==> src/rtl/wb_rr_arbiter.sv <==
// wb_rr_arbiter: round-robin pipelined-Wishbone arbiter sharing one slave
// (board memory / VRAM controller) between NUM_MASTERS requesters.
//
// Ports:
//   clk, rst_n          : clock, async active-low reset
//   m_cyc_i/m_stb_i/... : per-master requests (addr/data packed per index)
//   m_dat_o             : slave read data, broadcast to all masters
//   m_ack_o/err/stall   : per-master responses (only the owner sees slave)
//   s_*_o / s_*_i       : single slave port
//   grant_o             : one-hot owner, zero when idle
//
// Optional: define WB_ARB_TIMEOUT_EN to enable the watchdog that errors
// out a burst the slave has not answered within TIMEOUT_CYCLES cycles.
module wb_rr_arbiter #(
   parameter int NUM_MASTERS    = 3,
   parameter int ADDR_W         = 32,
   parameter int DATA_W         = 32,
   parameter int TIMEOUT_CYCLES = 16
) (
   input  logic                          clk,
   input  logic                          rst_n,
   input  logic [NUM_MASTERS-1:0]        m_cyc_i,
   input  logic [NUM_MASTERS-1:0]        m_stb_i,
   input  logic [NUM_MASTERS-1:0]        m_we_i,
   input  logic [NUM_MASTERS*ADDR_W-1:0] m_adr_i,
   input  logic [NUM_MASTERS*DATA_W-1:0] m_dat_i,
   output logic [DATA_W-1:0]             m_dat_o,
   output logic [NUM_MASTERS-1:0]        m_ack_o,
   output logic [NUM_MASTERS-1:0]        m_err_o,
   output logic [NUM_MASTERS-1:0]        m_stall_o,
   output logic                          s_cyc_o,
   output logic                          s_stb_o,
   output logic                          s_we_o,
   output logic [ADDR_W-1:0]             s_adr_o,
   output logic [DATA_W-1:0]             s_dat_o,
   input  logic [DATA_W-1:0]             s_dat_i,
   input  logic                          s_ack_i,
   input  logic                          s_err_i,
   input  logic                          s_stall_i,
   output logic [NUM_MASTERS-1:0]        grant_o
);

   localparam int LW = (NUM_MASTERS > 1) ? $clog2(NUM_MASTERS) : 1;

   if (NUM_MASTERS < 2 || NUM_MASTERS > 8 || TIMEOUT_CYCLES < 1)
   begin : g_bad_cfg
      $error("wb_rr_arbiter: unsupported parameter set");
   end

`ifdef WB_ARB_TIMEOUT_EN
   typedef enum logic [1:0] {
      S_IDLE  = 2'd0,
      S_OWNED = 2'd1,
      S_TERM  = 2'd2
   } state_e;
`else
   typedef enum logic [1:0] {
      S_IDLE  = 2'd0,
      S_OWNED = 2'd1
   } state_e;
`endif

   state_e                 state_q, state_d;
   logic [NUM_MASTERS-1:0] grant_q, grant_d;
   logic [LW-1:0]          last_q, last_d;
   logic [LW-1:0]          win;
   logic                   own_cyc;
   logic                   to_hit;

   // last_q doubles as the owner index while a burst is held
   assign own_cyc = m_cyc_i[last_q];
   assign grant_o = grant_q;
   assign m_dat_o = s_dat_i;

   // rotating search starting just after the previous winner
   always_comb begin
      logic       found;
      logic [LW:0] idx;
      found = 1'b0;
      win   = last_q;
      idx   = '0;
      for (int k = 1; k <= NUM_MASTERS; k++) begin
         idx = {1'b0, last_q} + (LW+1)'(k);
         if (idx >= (LW+1)'(NUM_MASTERS))
            idx = idx - (LW+1)'(NUM_MASTERS);
         if (!found && m_cyc_i[idx[LW-1:0]]) begin
            found = 1'b1;
            win   = idx[LW-1:0];
         end
      end
   end

`ifdef WB_ARB_TIMEOUT_EN
   localparam int CW = $clog2(TIMEOUT_CYCLES + 1);

   logic [CW-1:0] cnt_q, cnt_d;
   logic          pend_q, pend_d;

   assign to_hit = (state_q == S_OWNED) &&
                   (cnt_q == CW'(TIMEOUT_CYCLES));

   // pend tracks an accepted beat still awaiting its response
   always_comb begin
      cnt_d  = cnt_q;
      pend_d = pend_q;
      if (state_q != S_OWNED || s_ack_i || s_err_i) begin
         cnt_d  = '0;
         pend_d = 1'b0;
      end else begin
         if (s_stb_o && !s_stall_i)
            pend_d = 1'b1;
         if ((s_stb_o || pend_q) && !to_hit)
            cnt_d = cnt_q + CW'(1);
      end
   end

   always_ff @(posedge clk or negedge rst_n) begin
      if (!rst_n) begin
         cnt_q  <= '0;
         pend_q <= 1'b0;
      end else begin
         cnt_q  <= cnt_d;
         pend_q <= pend_d;
      end
   end
`else
   assign to_hit = 1'b0;
`endif

   // state register
   always_ff @(posedge clk or negedge rst_n) begin
      if (!rst_n) begin
         state_q <= S_IDLE;
         grant_q <= '0;
         last_q  <= LW'(NUM_MASTERS - 1);
      end else begin
         state_q <= state_d;
         grant_q <= grant_d;
         last_q  <= last_d;
      end
   end

   // next state
   always_comb begin
      state_d = state_q;
      grant_d = grant_q;
      last_d  = last_q;
      unique case (state_q)
         S_IDLE: begin
            if (|m_cyc_i) begin
               state_d      = S_OWNED;
               last_d       = win;
               grant_d      = '0;
               grant_d[win] = 1'b1;
            end
         end
         S_OWNED: begin
            if (!own_cyc) begin
               state_d = S_IDLE;
               grant_d = '0;
            end
`ifdef WB_ARB_TIMEOUT_EN
            else if (to_hit) begin
               state_d = S_TERM;
            end
`endif
         end
`ifdef WB_ARB_TIMEOUT_EN
         S_TERM: begin
            if (!own_cyc) begin
               state_d = S_IDLE;
               grant_d = '0;
            end
         end
`endif
         default: begin
            state_d = S_IDLE;
            grant_d = '0;
         end
      endcase
   end

   // outputs: only the owner is connected to the slave
   always_comb begin
      s_cyc_o   = 1'b0;
      s_stb_o   = 1'b0;
      s_we_o    = 1'b0;
      s_adr_o   = '0;
      s_dat_o   = '0;
      m_ack_o   = '0;
      m_err_o   = '0;
      m_stall_o = '1;
      if (state_q == S_OWNED) begin
         s_cyc_o = own_cyc;
         s_stb_o = own_cyc & m_stb_i[last_q];
         s_we_o  = m_we_i[last_q];
         s_adr_o = m_adr_i[int'(last_q)*ADDR_W +: ADDR_W];
         s_dat_o = m_dat_i[int'(last_q)*DATA_W +: DATA_W];
         m_ack_o[last_q]   = s_ack_i;
         m_err_o[last_q]   = s_err_i;
         m_stall_o[last_q] = s_stall_i;
         // watchdog fires: cut the slave off and error the owner
         if (to_hit) begin
            s_cyc_o           = 1'b0;
            s_stb_o           = 1'b0;
            m_ack_o[last_q]   = 1'b0;
            m_err_o[last_q]   = 1'b1;
            m_stall_o[last_q] = 1'b1;
         end
      end
   end

endmodule

==> config.mk <==
export PLATFORM = sky130hd
export DESIGN_NAME = wb_rr_arbiter
export DESIGN_NICKNAME = d
export VERILOG_FILES = /design/src/rtl/wb_rr_arbiter.sv
export SDC_FILE = /design/constraint.sdc
export NUM_CORES = 1
export LEC_CHECK = 0
export CAP_MARGIN = 5
export CELL_PAD_IN_SITES_DETAIL_PLACEMENT = 0
export CELL_PAD_IN_SITES_GLOBAL_PLACEMENT = 1
export CORE_ASPECT_RATIO = 2
export CORE_MARGIN = 4
export CORE_UTILIZATION = 13
export CTS_CLUSTER_DIAMETER = 150
export DETAILED_ROUTE_END_ITERATION = 8
export PLACE_DENSITY = 0.87
export SKIP_CTS_REPAIR_TIMING = 1
export SYNTH_ARGS = -nofsm -noshare
export SYNTH_HDL_FRONTEND = slang
export SYNTH_SLANG_ARGS = --single-unit
==> constraint.sdc <==
create_clock -name clk -period 2.53 [get_ports clk]
set_input_delay 0.506 -clock clk [delete_from_list [all_inputs] [get_ports clk]]
set_output_delay 0.506 -clock clk [all_outputs]
set_load 0.01 [all_outputs]
# Yosys cells after proc, flatten, opt, wreduce, memory -nomap -nowiden

Index checks and enable logic that the tools add are counted.
Widths: inputs -> output; s select.

Output and inout bits: 111
Register bits: 7
Logic and storage cells: 77

Reductions and logical operators: 10
Shift operators: 2
Order comparisons: 10
Add/subtract/negate cells: 6
Muxes and demuxes: 38
Equality and inequality tests: 3
Bitwise logic cells: 5

Operators by type and width:

| cell                | count |
|---|---|
| $shiftx 96x8->32    | 2 |
| $mux 32             | 2 |
| $mux 2              | 8 |
| $lt 2x3->1 const B  | 5 |
| $mux 3              | 5 |
| $mux 1              | 13 |
| $bmux 1 s2          | 6 |
| $ge 3x2->1 const B  | 3 |
| $add 2x2->3 const B | 2 |
| $and 3x3->3         | 2 |
| $pmux 3 s2          | 1 |
| $sub 2x2->2 const B | 3 |
| $demux 1 s2         | 2 |
| $ge 2x1->1 const B  | 2 |
| $logic_and 1x1->1   | 4 |
| $ne 2x2->1 const B  | 2 |
| $pmux 2 s2          | 1 |
| $reduce_and 2->1    | 2 |
| $add 2x1->3 const B | 1 |
| $not 3->3           | 1 |
| $or 3x3->3          | 1 |
| $reduce_or 3->1     | 1 |
| $eq 2x1->1 const B  | 1 |
| $logic_not 1->1     | 2 |
| 2 further kinds     | 2 |

# Longest topological paths before layout

Gate-level depths: netlist (run 1).

Word-level depth: 18
Depth in mapped cells: 10

# Worst setup path after synthesis (run 1)

OpenSTA, ideal clock, no wires.

Path type: register to register
Start point: reg last_q[0]
End point: reg last_q[0]
Arrival time: 2395 ps
Stages on the path, launching flop included: 11
Path buffers: 3
Data required time: 2411 ps
Path slack: 16 ps
Cell sequence: dfrtp_1 buf_2 buf_2 inv_1 ha_1 buf_6 mux2i_1 a2bb2oi_1 and3_4 or4_4 o21a_1

Longest elaborated chain between the ends: 12
Elaborated cells on any way between the ends: 27
Those cells by class: add/sub: 6; order compare: 3; mux: 14; reduce/logical: 4

Ends and longest elaborated chain:

| what                                      | line   | text |
|---|---|---|
| start: declaration                        | 65     | `logic [LW-1:0] last_q, last_d;` |
| start signal: assignment                  | 135    | `last_q <= LW'(NUM_MASTERS - 1);` |
| start signal: assignment                  | 139    | `last_q <= last_d;` |
| $add 2x1->3                               | 83     | `idx = {1'b0, last_q} + (LW+1)'(k);` |
| $ge 3x2->1 or $sub 2x2->2 (tied branches) | 84, 85 |  |
| $mux 2                                    | 84     | `if (idx >= (LW+1)'(NUM_MASTERS))` |
| $bmux 1 s2                                | 86     | `if (!found && m_cyc_i[idx[LW-1:0]]) begin` |
| $mux 1 (not written as such)              | 86     |  |
| $mux 1                                    | 86     |  |
| $logic_not 1->1                           | 86     |  |
| $logic_and 1x1->1                         | 86     |  |
| $mux 1                                    | 86     |  |
| $logic_not 1->1                           | 86     |  |
| $logic_and 1x1->1                         | 86     |  |
| $mux 2 *                                  | 86     |  |

Every way passes the cells marked *; elsewhere a longest branch is shown, timed or not. The select of a mux whose other input is x is not followed.
A chain may end at the register's enable or synchronous reset.

# Final worst setup path (run 1)

Start point: reg last_q[1]
End point: out s_dat_o[15]

Longest elaborated chain between the ends: 2

Ends and longest elaborated chain:

| what             | line | text |
|---|---|---|
| $shiftx 96x8->32 | 198  | `s_dat_o = m_dat_i[int'(last_q)*DATA_W +: DATA_W];` |
| $mux 32          | 193  | `if (state_q == S_OWNED) begin` |
| end: declaration | 35   | `output logic [DATA_W-1:0] s_dat_o,` |

No other way between the ends.

==> results.py, run 1 <==
metrics = {
    "floorplan": {
        "fp.dieH_um": 208,
        "coreArea_mm2": 0.0198,
        "num_rows": 73,
        "io_pins": 349,
        "dieArea_mm2": 0.0225,
        "die_x_um": 108,
        "initial_utilization_pct": 13.2,
    },
    "sta": {
        "hold_slack_ns": 0.484,
        "report.final.slew_viol_count": 0,
        "post-route-worst-setup-slack_ns": -0.0677,
        "tightest_slew_ns": 0.673,
        "fin_crit_ns": 2.60,
        "setup_tns_ns": -0.0677,
        "fin_crit_sh_pct": 103,
        "slew-limit-headroom_pct": 54.5,
        "final-setup-viol-count": 1,
        "clock_skew_ns": 0.000957,
        "max_freq_ghz": 0.385,
        "hold_viol_final": 0,
        "grt_setup_unrepaired": "true",
    },
    "clocking": {
        "clk_pin_slew_ns": 0.03,
        "cts_tree": "yes",
        "clockRootBuffer": "clkbuf_16",
        "cts_buffers": 3,
        "cts_sinks": 6,
        "clkLatencyLatePin_ns": 0.23,
        "htree_num_levels": 1,
        "clockBufferDepth": 2,
    },
    "route": {
        "drc": 0,
        "wirelength_um": 14400,
        "drt_iter0_drc": 132,
        "via_per_inst": 4.03,
        "detail_route.first_pass.iterations": 4,
        "vias": 3671,
        "ant_nets": 0,
        "wl_per_cell_um": 15.8,
    },
    "outcome": {
        "violations": "setup timing",
        "status": "finished, violations left",
    },
    "placement": {
        "finalWeightedCongestion": 0.860,
        "port_buffers": 284,
        "hpwl_um": 11600,
    },
    "job": {
        "cap_violations": 0,
    },
    "yosys": {
        "synth.area.top_cells": "mux2i_1 26%, nor2b_1 16%, a21oi_1 13%, nor2_1 10%, buf_4 9.5%",
        "synth_top_area_cell": "mux2i_1",
        "synth.avg_cell_area_um2": 6.69,
        "syn_inst": 390,
        "ys.flop_type": "dfrtp_1",
        "ys_seq_area_share_pct": 5.81,
        "synth_top_area_share_pct": 26.1,
        "syn_area_mm2": 0.00261,
        "synth_warnings": 0,
        "synth_edf_count": 0,
        "async_reset_ff_share_pct": 100,
        "synth.distinct_cells": 36,
        "synth-seq-cells": 6,
        "syn_nets": 633,
    },
    "setup_path": {
        "critPathMaxFanout": 25,
        "r2r_slack_ns": 0.18,
        "worstPathRequired_ns": 2.02,
        "cp-start-kind": "flip-flop",
        "end_kind": "output pin",
        "r2r_start": "last_q[1]",
        "worstSetupPathType": "flip-flop to output pin",
        "crit_path_end": "s_dat_o[15]",
        "r2r_end": "grant_o[2]",
        "setup.worst_path.start": "last_q[1]",
        "r2r_cells": 8,
        "critical_path_arrival_ns": 2.09,
    },
    "layout": {
        "n_antenna_cell": 0,
        "multi_input_area_mm2": 0.00208,
        "fin_util_pct": 30.3,
        "nFillCells": 2139,
        "drive_above_1_share_pct": 8.15,
        "synthToLayoutAreaGrowth_pct": 131,
        "mostFrequentLayoutCell": "clkdlybuf4s50_1",
        "layout.nets": 894,
        "seq_area_um2": 156,
        "mostFrequentLayoutCells": "219 x clkdlybuf4s50_1, 70 x nor2_1, 68 x a21oi_1",
    },
    "global_routing": {
        "grt_use_total_pct": 11.2,
        "grt_first_pass_wirelength_um": 19900,
        "first_global_vias": 3884,
        "grt_max_degree": 43,
        "grt-ovfl-total": 0,
        "grt_antenna_before_repair": 0,
    },
    "power": {
        "cellLeakagePower_nw": 3.31,
        "p_per_area_mw_per_mm2": 894,
        "ir_drop_v": 0.000343,
    },
    "min_path": {
        "min_path_type": "flip-flop to flip-flop",
    },
}
-- synth_stat cells (4+ instances only) --
cell type and count:
dfrtp_1 5, nor2_1 71, a21oi_1 69, and3_1 6
inv_1 4, clkbuf_1 16, nor2b_1 65, buf_2 12
buf_4 33, mux2i_1 68, ha_1 5
-- cell type report --
class                      count  share of cell area (%)
clock buffer                   4                    1.31
timing repair buffer         320                    55.8
sequential                     6                    2.60
tap                          262                    5.45
multi-input combinational    316                    34.6
inverter                       4                   0.250
-- through the flow --
step | power [mW] | std cells | cell area (µm²) | setup WS, ns
6_report | 5.38 | 912 | 6010 | -0.0677
5_1_grt | 5.81 | 912 | 6010 | -0.154
4_1_cts | 5.40 | 900 | 5730 | -0.176
3_5_place_dp | 5.10 | 896 | 5650 | 0.0274
3_3_place_gp | 5.08 | 896 | 5650 | 0.0145
2_1_floorplan | 2.84 | 390 | 2610 | 0.0159
-- sequential cells by signal (all words and copies together) (netlist names) --
signal	count
state_q	1
last_q	2
grant_o	3
-- kinds of logic after synthesis --
family                   synth area share (%)
multiplexers                             27.4
buffers and inverters                    15.4
flip-flops                               5.81
adder cells (fa/ha/maj)                  2.40
AO/OA/AOI/OAI                            17.0
XOR/XNOR                                0.336
AND/OR/NAND/NOR                          31.7
-- worst min-delay path by stage --
stage	from	end	slack, ns	cells after the start
final	grant_o[1]	grant_o[1]	0.48	1
after global routing	grant_o[1]	grant_o[1]	0.52	1
after CTS	grant_o[1]	grant_o[1]	0.49	1
after detailed placement	grant_o[1]	grant_o[1]	0.48	1
after global placement	grant_o[2]	grant_o[2]	0.47	1
after floorplan	rst_n	grant_o[0]	0.21	0
-- layer usage --
metal | routed length (µm) | track usage [%]
met3 | 1080 | 1.65
met5 | 0 | 0
met4 | 624 | 4.88
met2 | 8270 | 23.6
met1 | 4400 | 9.65
-- critical path, stage by stage, from the launching register on --
cell	delay [ns]
dfstp_2	0.51
inv_1	0.12
nor2_4	0.11
buf_4	0.14
buf_12	0.17
a21oi_1	0.13
nor2b_1	0.12
clkdlybuf4s50_1	0.54
-- power by group --
part           leakage (nW)  switching [mW]  internal (mW)
registers            0.0715          0.0481          0.151
logic                  3.20            2.31           2.60
clock network        0.0382          0.0555          0.209
No activity file was read; power rests on OpenSTA's default activity.
==> run 2: changes to the inputs <==
--- a/config.mk
+++ b/config.mk
@@ -13,7 +13,7 @@
 export CORE_UTILIZATION = 13
 export CTS_CLUSTER_DIAMETER = 150
 export DETAILED_ROUTE_END_ITERATION = 8
-export PLACE_DENSITY = 0.87
+export PLACE_DENSITY_LB_ADDON = 0.05
 export SKIP_CTS_REPAIR_TIMING = 1
 export SYNTH_ARGS = -nofsm -noshare
 export SYNTH_HDL_FRONTEND = slang
==> run 2 against run 1 <==
The run still ends with setup timing left. First-iteration DRC count shrank 6.1%. Critical path type unchanged. Flip-flop and latch count is the same. Sequential power grew 5%. Maximum frequency shrank 0.90%. Core utilization is essentially flat. Global-route usage grew 2.1 points. Routed wire length grew 16%. Non-clock buffer count shrank 3.
==> results.py, run 2 (synthesized netlist as in run 1, its figures left out) <==
metrics = {
    "placement": {
        "port_buffers": 284,
        "hpwl_um": 13400,
        "place_inst": 898,
        "finalWeightedCongestion": 0.726,
    },
    "layout": {
        "mostFrequentLayoutCell": "clkdlybuf4s50_1",
        "mostFrequentLayoutCells": "236 x clkdlybuf4s50_1, 70 x nor2_1, 69 x a21oi_1",
        "drive_above_1_share_pct": 7.11,
        "largest_reg_flops": 3,
        "nFillCells": 2173,
        "fin_util_pct": 30.3,
        "layout.nets": 891,
        "instances_no_fill": 910,
        "seq_area_um2": 156,
        "multi_input_area_mm2": 0.00206,
        "synthToLayoutAreaGrowth_pct": 130,
    },
    "floorplan": {
        "initial_utilization_pct": 13.2,
        "fp.dieH_um": 208,
        "num_rows": 73,
        "die_x_um": 108,
        "dieArea_mm2": 0.0225,
        "io_pins": 349,
        "coreArea_mm2": 0.0198,
    },
    "global_routing": {
        "grt_use_total_pct": 13.3,
        "grt_first_pass_wirelength_um": 23000,
        "grt_max_degree": 41,
        "grt_antenna_before_repair": 1,
        "grt-ovfl-total": 0,
        "first_global_vias": 3784,
    },
    "setup_path": {
        "crit_path_end": "s_adr_o[1]",
        "path_delay_family": "buffers and inverters",
        "timing.critical_path.buf_inv": 4,
        "worstSetupPathType": "flip-flop to output pin",
        "r2r_start": "last_q[1]",
        "cp-start-kind": "flip-flop",
        "cpMaxStageDelayCell": "clkdlybuf4s50_1",
        "critPathMaxFanout": 13,
        "r2r_slack_ns": 0.13,
        "critical_path_arrival_ns": 2.12,
        "critPathMaxStageDelay_ns": 0.55,
        "r2r_end": "grant_o[2]",
        "setup.worst_path.start": "last_q[1]",
        "end_kind": "output pin",
        "worstPathRequired_ns": 2.02,
        "crit_chain": "inv_1, nor2_4, buf_4, clkbuf_16, a21oi_1, nor2b_1, clkdlybuf4s50_1",
        "r2r_cells": 9,
        "cp_num_cells": 7,
    },
    "route": {
        "detail_route.first_pass.iterations": 4,
        "drt_iter0_drc": 124,
        "wirelength_um": 16600,
        "ant_nets": 0,
        "wl_per_cell_um": 18.3,
        "vias": 3694,
        "via_per_inst": 4.06,
        "drc": 0,
    },
    "clocking": {
        "htree_num_levels": 1,
        "cts_buffers": 3,
        "clockBufferDepth": 2,
        "cts_sinks": 6,
        "clkLatencyLatePin_ns": 0.23,
        "clockRootBuffer": "clkbuf_16",
        "cts_tree": "yes",
        "clk_pin_slew_ns": 0.03,
    },
    "power": {
        "p_per_area_mw_per_mm2": 931,
        "total_power_mw": 5.59,
        "ir_drop_v": 0.000477,
        "cellLeakagePower_nw": 3.08,
    },
    "sta": {
        "hold_viol_final": 0,
        "fin_crit_sh_pct": 104,
        "max_freq_ghz": 0.382,
        "grt_setup_unrepaired": "true",
        "post-route-worst-setup-slack_ns": -0.0912,
        "slew-limit-headroom_pct": 79.8,
        "setup_tns_ns": -0.813,
        "report.final.slew_viol_count": 0,
        "fin_crit_ns": 2.62,
        "tightest_slew_ns": 0.300,
        "clock_skew_ns": 0.00278,
        "final-setup-viol-count": 20,
    },
    "outcome": {
        "violations": "setup timing",
        "status": "finished, violations left",
    },
    "job": {
        "cap_violations": 0,
    },
    "min_path": {
        "min_path_type": "flip-flop to flip-flop",
    },
}
==> run 2: changes by cell type in the layout (fill, tap and decap cells not counted), moves of 2 or more <==
cell | previous run | this run
dlymetal6s2s_1 | 65 | 48
mux2i_1 | 66 | 68
clkdlybuf4s50_1 | 219 | 236
buf_12 | 5 | 8
buf_4 | 28 | 22
mux2i_2 | 2 | 0
==> run 2: worst min-delay path by stage <==
stage / from / endpoint / slack [ns] / depth (start not counted)
final: grant_o[2] / grant_o[2] / 0.50 / 1
after CTS: grant_o[1] / grant_o[1] / 0.50 / 1
after detailed placement: grant_o[1] / grant_o[1] / 0.49 / 1
after global placement: grant_o[1] / grant_o[1] / 0.49 / 1
after global routing: grant_o[1] / grant_o[1] / 0.52 / 1
after floorplan: rst_n / grant_o[0] / 0.21 / 0
==> run 2: layout make-up <==
| type | instances | area share (%) |
|---|---|---|
| Tap cell | 262 | 5.46 |
| Inverter | 4 | 0.250 |
| Multi-Input combinational cell | 316 | 34.3 |
| Clock buffer | 4 | 1.31 |
| Timing Repair Buffer | 317 | 56.0 |
| Antenna cell | 1 | 0.0416 |
| Sequential cell | 6 | 2.60 |
==> run 2: per-stage QoR <==
stage                     setup slack (ns)  hold WS [ns]  cell area (µm²)
after global placement              -0.168         0.489             5710
after detailed placement           -0.0924         0.492             5710
after CTS                           -0.177         0.497             5790
final                              -0.0912         0.497             6010
after floorplan                     0.0159         0.210             2610
after global routing                -0.184         0.522             6010
==> run 2: where the power goes <==
| part | switching, mW | total (mW) | leakage [nW] | internal (mW) |
|---|---|---|---|---|
| registers | 0.0579 | 0.209 | 0.0715 | 0.151 |
| logic | 2.38 | 5.12 | 2.97 | 2.74 |
| clock network | 0.0552 | 0.264 | 0.0382 | 0.209 |
==> run 2: routing by layer <==
| layer | part of all wire, % | track usage (%) | up-vias |
|---|---|---|---|
| met2 | 61 | 28.8 | 167 |
| met3 | 6.9 | 2.33 | 21 |
| met5 | 0 | 0 | - |
| met4 | 1.2 | 2.70 | 0 |
| met1 | 31 | 12.1 | 1700 |
| li1 | - | - | 1806 |
